<file path="config.mk">
export PLATFORM = sky130hd
export DESIGN_NAME = divide_unit
export DESIGN_NICKNAME = d
export VERILOG_FILES = /design/src/rtl/divide_unit.sv
export SDC_FILE = /design/constraint.sdc
export NUM_CORES = 1
export LEC_CHECK = 0
export BUFFER_PORTS_ARGS = -buffer_cell sky130_fd_sc_hd__buf_2
export CORE_ASPECT_RATIO = 0.8
export CORE_MARGIN = 2
export CORE_UTILIZATION = 62
export DETAILED_ROUTE_END_ITERATION = 8
export PLACE_DENSITY = 0.83
export SYNTH_ARGS = -nofsm -noshare
export SYNTH_HDL_FRONTEND = slang
export SYNTH_SLANG_ARGS = --single-unit
export TNS_END_PERCENT = 5
</file>
<file path="constraint.sdc">
create_clock -name clk -period 7.1 [get_ports clk]
set_input_delay 0.71 -clock clk [delete_from_list [all_inputs] [get_ports clk]]
set_output_delay 0.71 -clock clk [all_outputs]
set_load 0.01 [all_outputs]
</file>
<file path="src/rtl/divide_unit.sv">
// Iterative radix-2 restoring divider for RV64M DIV/DIVU/REM/REMU.
// Define DIVIDE_UNIT_WORD_OPS_EN to honour word_i (32-bit W forms, sign-extended results).
module divide_unit #(
  parameter int unsigned XLEN = 64
) (
  input  logic            clk,
  input  logic            reset,
  input  logic            valid_i,
  output logic            ready_o,
  input  logic [1:0]      op_i,
  input  logic            word_i,
  input  logic [XLEN-1:0] rs1_data_i,
  input  logic [XLEN-1:0] rs2_data_i,
  input  logic [4:0]      rd_addr_i,
  input  logic            flush_i,
  output logic            valid_o,
  input  logic            ready_i,
  output logic [XLEN-1:0] result_o,
  output logic [4:0]      rd_addr_o
);

  typedef enum logic [1:0] {StIdle, StDivide, StDone} state_e;

  state_e            r_state, w_state_nx;
  logic              r_is_rem;
  logic              r_word;
  logic              r_neg_q;
  logic              r_neg_r;
  logic [5:0]        r_cnt;
  logic [XLEN-1:0]   r_divisor;
  logic [XLEN-1:0]   r_rem;
  logic [XLEN-1:0]   r_quo;
  logic [XLEN-1:0]   r_result;
  logic [4:0]        r_rd_addr;

  logic              w_word;
  logic              w_signed;
  logic              w_accept;
  logic              w_last;
  logic              w_sa;
  logic              w_sb;
  logic              w_div_zero;
  logic              w_ovf;
  logic [XLEN-1:0]   w_a_ext;
  logic [XLEN-1:0]   w_b_ext;
  logic [XLEN-1:0]   w_a_abs;
  logic [XLEN-1:0]   w_b_abs;
  logic [XLEN-1:0]   w_quo_init;
  logic [XLEN-1:0]   w_spec_raw;
  logic [XLEN-1:0]   w_spec_res;
  logic [XLEN:0]     w_shift;
  logic [XLEN:0]     w_diff;
  logic [XLEN-1:0]   w_rem_nx;
  logic [XLEN-1:0]   w_quo_nx;
  logic [XLEN-1:0]   w_q_fix;
  logic [XLEN-1:0]   w_r_fix;
  logic [XLEN-1:0]   w_fin;
  logic [XLEN-1:0]   w_fin_ext;

`ifdef DIVIDE_UNIT_WORD_OPS_EN
  assign w_word = word_i;
`else
  logic w_unused_word;
  assign w_unused_word = word_i;
  assign w_word        = 1'b0;
`endif

  assign ready_o   = (r_state == StIdle);
  assign valid_o   = (r_state == StDone);
  assign result_o  = r_result;
  assign rd_addr_o = r_rd_addr;

  assign w_signed = ~op_i[0];
  assign w_accept = valid_i && ready_o && !flush_i && !reset;
  assign w_last   = r_word ? (r_cnt == 6'd31) : (r_cnt == 6'd63);

  // Operand conditioning: W forms view the low 32 bits as a signed or unsigned value.
  always_comb begin
    w_a_ext = rs1_data_i;
    w_b_ext = rs2_data_i;
    if (w_word) begin
      w_a_ext = w_signed ? {{32{rs1_data_i[31]}}, rs1_data_i[31:0]} : {32'b0, rs1_data_i[31:0]};
      w_b_ext = w_signed ? {{32{rs2_data_i[31]}}, rs2_data_i[31:0]} : {32'b0, rs2_data_i[31:0]};
    end
    w_sa    = w_signed & w_a_ext[XLEN-1];
    w_sb    = w_signed & w_b_ext[XLEN-1];
    w_a_abs = w_sa ? (~w_a_ext + 1'b1) : w_a_ext;
    w_b_abs = w_sb ? (~w_b_ext + 1'b1) : w_b_ext;
    // Left-align a 32-bit dividend so 32 shifts consume exactly its bits.
    w_quo_init = w_word ? {w_a_abs[31:0], 32'b0} : w_a_abs;

    w_div_zero = (w_b_ext == '0);
    if (w_word) begin
      w_ovf = w_signed && (rs1_data_i[31:0] == 32'h8000_0000) &&
              (rs2_data_i[31:0] == 32'hFFFF_FFFF);
    end else begin
      w_ovf = w_signed && (rs1_data_i == {1'b1, {(XLEN-1){1'b0}}}) &&
              (rs2_data_i == '1);
    end

    w_spec_raw = '0;
    if (w_div_zero) begin
      w_spec_raw = op_i[1] ? rs1_data_i : '1;
    end else if (w_ovf) begin
      w_spec_raw = op_i[1] ? '0 : rs1_data_i;
    end
    w_spec_res = w_word ? {{32{w_spec_raw[31]}}, w_spec_raw[31:0]} : w_spec_raw;
  end

  // One restoring step plus sign fix-up of the final step's outputs.
  always_comb begin
    w_shift   = {r_rem, r_quo[XLEN-1]};
    w_diff    = w_shift - {1'b0, r_divisor};
    w_rem_nx  = w_diff[XLEN] ? w_shift[XLEN-1:0] : w_diff[XLEN-1:0];
    w_quo_nx  = {r_quo[XLEN-2:0], ~w_diff[XLEN]};
    w_q_fix   = r_neg_q ? (~w_quo_nx + 1'b1) : w_quo_nx;
    w_r_fix   = r_neg_r ? (~w_rem_nx + 1'b1) : w_rem_nx;
    w_fin     = r_is_rem ? w_r_fix : w_q_fix;
    w_fin_ext = r_word ? {{32{w_fin[31]}}, w_fin[31:0]} : w_fin;
  end

  always_comb begin
    w_state_nx = r_state;
    unique case (r_state)
      StIdle: begin
        if (w_accept) begin
          w_state_nx = (w_div_zero || w_ovf) ? StDone : StDivide;
        end
      end
      StDivide: begin
        if (w_last) begin
          w_state_nx = StDone;
        end
      end
      StDone: begin
        if (ready_i) begin
          w_state_nx = StIdle;
        end
      end
      default: w_state_nx = StIdle;
    endcase
    if (flush_i) begin
      w_state_nx = StIdle;
    end
  end

  always_ff @(posedge clk) begin
    if (reset) begin
      r_state <= StIdle;
    end else begin
      r_state <= w_state_nx;
    end
  end

  always_ff @(posedge clk) begin
    if (reset) begin
      r_is_rem  <= 1'b0;
      r_word    <= 1'b0;
      r_neg_q   <= 1'b0;
      r_neg_r   <= 1'b0;
      r_cnt     <= '0;
      r_divisor <= '0;
      r_rem     <= '0;
      r_quo     <= '0;
      r_result  <= '0;
      r_rd_addr <= '0;
    end else if (w_accept) begin
      r_is_rem  <= op_i[1];
      r_word    <= w_word;
      r_neg_q   <= w_sa ^ w_sb;
      r_neg_r   <= w_sa;
      r_cnt     <= '0;
      r_divisor <= w_b_abs;
      r_rem     <= '0;
      r_quo     <= w_quo_init;
      r_rd_addr <= rd_addr_i;
      if (w_div_zero || w_ovf) begin
        r_result <= w_spec_res;
      end
    end else if (r_state == StDivide && !flush_i) begin
      r_rem <= w_rem_nx;
      r_quo <= w_quo_nx;
      r_cnt <= r_cnt + 6'd1;
      if (w_last) begin
        r_result <= w_fin_ext;
      end
    end
  end

endmodule

</file>
==> flow_summary.html <==
<table>
<tr><th>Metric</th><th>Value</th></tr>
<tr><th colspan="2">Setup path</th></tr>
<tr><td>Buffers plus inverters on the worst setup path</td><td>3</td></tr>
<tr><td>Startpoint Class</td><td>flip-flop</td></tr>
<tr><td>Crit path capture type</td><td>flip-flop</td></tr>
<tr><td>Cell Chain, Critical Path</td><td>ha_1 -&gt; a21o_1 -&gt; a21o_1 -&gt; o21ai_1 -&gt; a211oi_4 -&gt; o311ai_0 -&gt; o211a_4 -&gt; inv_4 -&gt; nand2_1 -&gt; o21ai_0 -&gt; inv_1 -&gt; ha_1 -&gt; nand4_1 -&gt; a211oi_1 -&gt; nand4_1 -&gt; o21ai_1 -&gt; buf_4 -&gt; nand4_2 -&gt; nor3b_1 -&gt; nand3_1 -&gt; mux2_2 -&gt; o2111ai_1</td></tr>
<tr><td>CP peak stage delay</td><td>0.56 ns</td></tr>
<tr><td>Critical path arrival</td><td>7.15 ns</td></tr>
<tr><td>CP max-delay cell</td><td>sky130_fd_sc_hd__o311ai_0</td></tr>
<tr><td>Family with the most delay on the worst path</td><td>compound AO/OA/AOI/OAI gates</td></tr>
<tr><td>Critical path class</td><td>reg2reg</td></tr>
<tr><td>Worst EP required</td><td>7.60 ns</td></tr>
<tr><td>Largest driver fanout on the critical path</td><td>18</td></tr>
<tr><th colspan="2">Global routing</th></tr>
<tr><td>Pin count of the biggest net entering global routing</td><td>185</td></tr>
<tr><td>Via count of the first global-routing pass</td><td>24200</td></tr>
<tr><td>Number of antenna violations at the first check in global routing</td><td>1</td></tr>
<tr><td>Total routing resource utilization after global routing</td><td>43.9%</td></tr>
<tr><td>Global-route wire length before repair</td><td>137000 um</td></tr>
<tr><td>Sum of overflow across all layers after global routing</td><td>0</td></tr>
<tr><th colspan="2">Synth</th></tr>
<tr><td>Share of flip-flops with an asynchronous set or reset</td><td>0%</td></tr>
<tr><td>Post-synth EDFFs</td><td>0</td></tr>
<tr><td>XOR/XNOR Fraction of Synth Area</td><td>9.55%</td></tr>
<tr><td>Number of instances in the synthesized netlist</td><td>3293</td></tr>
<tr><td>Total nets after synthesis</td><td>3505</td></tr>
<tr><td>Mux cell area share after synthesis</td><td>2.16%</td></tr>
<tr><td>Adder and majority gate portion of the synthesized area</td><td>3.82%</td></tr>
<tr><td>Synthesized area</td><td>23500 sq um</td></tr>
<tr><td>Dominant combinational cell family by area after synthesis</td><td>compound AO/OA/AOI/OAI gates</td></tr>
<tr><td>Compound-cell area share of the yosys netlist</td><td>30.3%</td></tr>
<tr><td>Distinct cell type count after synthesis</td><td>102</td></tr>
<tr><td>Area share of and/or/nand/nor cells after synthesis</td><td>25.4%</td></tr>
<tr><td>Synth warnings</td><td>0</td></tr>
<tr><td>Flop and latch count out of synthesis</td><td>272</td></tr>
<tr><td>Average cell area after synthesis</td><td>7.13 sq um</td></tr>
<tr><td>Part of the Yosys area used for sequential elements</td><td>23.2%</td></tr>
<tr><td>Commonest register cell after synthesis</td><td>sky130_fd_sc_hd__dfxtp_1</td></tr>
<tr><th colspan="2">Hold path</th></tr>
<tr><td>Type of the tightest min-delay check</td><td>in2reg</td></tr>
<tr><th colspan="2">Run status</th></tr>
<tr><td>Failing checks</td><td>DRC</td></tr>
<tr><td>Status</td><td>complete, but fails checks</td></tr>
<tr><th colspan="2">Floorplanning</th></tr>
<tr><td>Core area</td><td>37200 sq um</td></tr>
<tr><td>Die Footprint</td><td>39500 sq um</td></tr>
<tr><td>Number of ports placed on the die boundary</td><td>212</td></tr>
<tr><td>Width of the chip</td><td>222 um</td></tr>
<tr><td>Total number of placement rows</td><td>63</td></tr>
<tr><td>Initial cell density of the core</td><td>63.1%</td></tr>
<tr><td>Vert. Die Dim</td><td>178 um</td></tr>
<tr><th colspan="2">STA</th></tr>
<tr><td>Total negative setup slack</td><td>0 ns</td></tr>
<tr><td>Unrepaired setup endpoints after global routing</td><td>false</td></tr>
<tr><td>Final setup violation count</td><td>0</td></tr>
<tr><td>Final critical-path required period</td><td>6.65 ns</td></tr>
<tr><td>Number of hold violations in the final report</td><td>0</td></tr>
<tr><td>Final worst clock skew</td><td>0.0293 ns</td></tr>
<tr><td>Fmax</td><td>150 MHz</td></tr>
<tr><td>Relative slew slack</td><td>12.3%</td></tr>
<tr><td>Tcrit/Tclk final</td><td>93.7%</td></tr>
<tr><td>Number of pins with negative max-slew slack in the final report</td><td>0</td></tr>
<tr><td>Post-route worst hold slack</td><td>0.322 ns</td></tr>
<tr><td>Pin slew with the least headroom to its limit</td><td>1.32 ns</td></tr>
<tr><th colspan="2">Clock network</th></tr>
<tr><td>TritonCTS Buffers</td><td>29</td></tr>
<tr><td>Clk root buf</td><td>sky130_fd_sc_hd__clkbuf_16</td></tr>
<tr><td>Clock edge transition at the registers on the reported setup and hold paths</td><td>0.07 ns</td></tr>
<tr><td># H-tree levels</td><td>1</td></tr>
<tr><td>Clock Tree Buf Depth</td><td>3</td></tr>
<tr><td>Number of sinks handled by clock tree synthesis</td><td>272</td></tr>
<tr><td>Clock latency of the later-clocked register in the worst-skew pair</td><td>0.61 ns</td></tr>
<tr><td>Clock tree from TritonCTS</td><td>done</td></tr>
<tr><th colspan="2">Detailed routing</th></tr>
<tr><td>Total via count after detailed routing</td><td>27300</td></tr>
<tr><td>DRC Markers</td><td>13</td></tr>
<tr><td>Total wire length after detailed routing</td><td>91200 um</td></tr>
<tr><td>Post-DRT Antenna Nets</td><td>0</td></tr>
<tr><td>1st-pass router iterations</td><td>9</td></tr>
<tr><td>Detail-routed via count per cell</td><td>7.06</td></tr>
<tr><td>Average wire length per cell after detail routing</td><td>23.6 um</td></tr>
<tr><td>Starting DRT DRC Count</td><td>3854</td></tr>
<tr><th colspan="2">Power and ir drop</th></tr>
<tr><td>Standby leakage power</td><td>9.59 nW</td></tr>
<tr><td>Total power divided by cell area</td><td>193 nW/um^2</td></tr>
<tr><td>Worst IR Drop VDD</td><td>208 uV</td></tr>
<tr><td>Final Total Pwr</td><td>0.00492 W</td></tr>
<tr><th colspan="2">Placement</th></tr>
<tr><td>Port buffer count</td><td>210</td></tr>
<tr><td>RD Place Congestion</td><td>1.12</td></tr>
<tr><td>Half-perimeter wire length after detailed placement</td><td>69300 um</td></tr>
<tr><td>Total placed instance area</td><td>24600 sq um</td></tr>
<tr><th colspan="2">Layout</th></tr>
<tr><td>Fill cell instance count of the final layout</td><td>3158</td></tr>
<tr><td>Sequential standard cell area</td><td>5450 sq um</td></tr>
<tr><td>Summed area of non-filler cells in the final layout</td><td>25500 sq um</td></tr>
<tr><td>Area of the multi-input gates</td><td>16800 sq um</td></tr>
<tr><td>Final core occ</td><td>68.6%</td></tr>
<tr><td>Share of cells above drive strength 1</td><td>11.2%</td></tr>
<tr><td>Number of nets in the finished design</td><td>3562</td></tr>
<tr><td>Area Overhead vs Synth</td><td>8.65%</td></tr>
<tr><th colspan="2">Job</th></tr>
<tr><td>Maximum capacitance violations</td><td>0</td></tr>
</table>
==> synthesized netlist by cell type, types with 8 or more instances <==
master	instances	share of area, %
sky130_fd_sc_hd__a211oi_1	118	3.8
sky130_fd_sc_hd__nor3_1	90	1.9
sky130_fd_sc_hd__nand3b_1	8	0.26
sky130_fd_sc_hd__a31oi_1	37	0.99
sky130_fd_sc_hd__o311ai_0	9	0.34
sky130_fd_sc_hd__a311oi_1	26	0.97
sky130_fd_sc_hd__nor2_1	395	6.3
sky130_fd_sc_hd__o21a_1	23	0.74
sky130_fd_sc_hd__a21o_1	31	0.99
sky130_fd_sc_hd__o221ai_1	8	0.30
sky130_fd_sc_hd__nand2_1	346	5.5
sky130_fd_sc_hd__and3_1	26	0.69
sky130_fd_sc_hd__o31ai_1	53	1.7
sky130_fd_sc_hd__xnor2_1	143	5.3
sky130_fd_sc_hd__o2111ai_1	10	0.37
sky130_fd_sc_hd__o22ai_1	14	0.37
sky130_fd_sc_hd__xor2_1	113	4.2
sky130_fd_sc_hd__mux2_2	9	0.43
sky130_fd_sc_hd__a41oi_1	8	0.30
sky130_fd_sc_hd__clkbuf_1	167	2.7
sky130_fd_sc_hd__and4_1	11	0.41
sky130_fd_sc_hd__nand4_1	76	2.0
sky130_fd_sc_hd__nand3_1	52	1.1
sky130_fd_sc_hd__buf_2	28	0.60
sky130_fd_sc_hd__o41ai_1	24	0.90
sky130_fd_sc_hd__inv_1	102	1.6
sky130_fd_sc_hd__mux2i_1	39	1.7
sky130_fd_sc_hd__buf_4	10	0.32
sky130_fd_sc_hd__nor4_1	40	1.1
sky130_fd_sc_hd__o211ai_1	35	1.1
sky130_fd_sc_hd__nand2b_1	20	0.53
sky130_fd_sc_hd__or3_1	44	1.2
sky130_fd_sc_hd__buf_1	13	0.21
sky130_fd_sc_hd__or2_2	21	0.56
sky130_fd_sc_hd__o21ai_0	227	4.8
sky130_fd_sc_hd__or4_1	31	0.99
sky130_fd_sc_hd__a21oi_1	283	6.0
sky130_fd_sc_hd__a22oi_1	69	2.2
sky130_fd_sc_hd__ha_1	70	3.7
sky130_fd_sc_hd__and2_1	24	0.64
sky130_fd_sc_hd__dfxtp_1	272	23
sky130_fd_sc_hd__nor2b_1	13	0.35
==> power by group <==
group / internal, W / switching, W
combinational: 0.000574 / 0.00114
sequential: 0.00158 / 0.0000670
clock: 0.000845 / 0.000706
==> worst paths after layout <==
path | from | endpoint | slack [ns] | cells past startpoint
setup / recovery | r_rem[3] | result_o[54] | 0.45 | 22
hold / removal | flush_i | r_state[1] | 0.32 | 2
setup reg to reg | r_rem[3] | result_o[54] | 0.45 | 22
hold reg to reg | r_divisor[38] | r_divisor[38] | 0.46 | 2
==> per-layer routing <==
metal,share of wire (%),global-route usage (%)
met2,41,66.1
met1,40,58.1
met4,5.2,20.0
met3,14,12.7
met5,0,0
==> flip-flops by register name (all words and copies together) (netlist names) <==
| signal | count |
|---|---|
| r_state | 2 |
| r_neg_r | 1 |
| r_quo | 64 |
| r_rem | 64 |
| r_is_rem | 1 |
| r_divisor | 64 |
| r_neg_q | 1 |
| r_cnt | 6 |
| result_o | 64 |
| rd_addr_o | 5 |
==> layout make-up <==
| class | instances | share of cell area (%) |
|---|---|---|
| sequential | 272 | 21.4 |
| inverter | 104 | 1.54 |
| clock buffer | 42 | 3.23 |
| clock inverter | 11 | 0.397 |
| multi-input combinational | 2695 | 65.7 |
| tap | 487 | 2.39 |
| timing repair buffer | 248 | 5.36 |
| antenna | 1 | 0.00981 |
==> layout by cell type (no fill, tap or decap), types with 37 or more instances in the layout <==
master / synthesis / routed
sky130_fd_sc_hd__nor4_1: 40 / 39
sky130_fd_sc_hd__o31ai_1: 53 / 53
sky130_fd_sc_hd__xor2_1: 113 / 113
sky130_fd_sc_hd__inv_1: 102 / 102
sky130_fd_sc_hd__o21ai_0: 227 / 226
sky130_fd_sc_hd__nand2_1: 346 / 345
sky130_fd_sc_hd__xnor2_1: 143 / 143
sky130_fd_sc_hd__a21oi_1: 283 / 283
sky130_fd_sc_hd__mux2i_1: 39 / 39
sky130_fd_sc_hd__a31oi_1: 37 / 37
sky130_fd_sc_hd__a22oi_1: 69 / 69
sky130_fd_sc_hd__nor3_1: 90 / 89
sky130_fd_sc_hd__dfxtp_1: 272 / 270
sky130_fd_sc_hd__buf_2: 28 / 209
sky130_fd_sc_hd__nand4_1: 76 / 76
sky130_fd_sc_hd__a211oi_1: 118 / 118
sky130_fd_sc_hd__ha_1: 70 / 70
sky130_fd_sc_hd__nand3_1: 52 / 52
sky130_fd_sc_hd__or3_1: 44 / 44
sky130_fd_sc_hd__nor2_1: 395 / 393
==> per-stage QoR <==
stage / std cells / setup slack [ns]
2_1_floorplan: 3293 / 1.08
3_3_place_gp: 3806 / 0.782
3_5_place_dp: 3806 / 0.631
4_1_cts: 3859 / 0.585
5_1_grt: 3860 / 0.251
6_report: 3860 / 0.449
==> cell families (layout without fill, tap and decap cells) <==
| family | after synthesis | after routing |
|---|---|---|
| simple gates | 1238 | 1238 |
| mux | 49 | 49 |
| xor+xnor | 256 | 256 |
| fa+ha+maj | 71 | 71 |
| buf+inv | 326 | 405 |
| other cells | 0 | 1 |
| compound gates | 1081 | 1081 |
| flops | 272 | 272 |
==> timing repair <==
item,in CTS,in global routing
hold buffers,0,0
resized for setup,0,1
setup endpoints to repair,0,1
setup buffers,0,0
hold endpoints to repair,0,0
No activity file was read; power rests on OpenSTA's default activity.
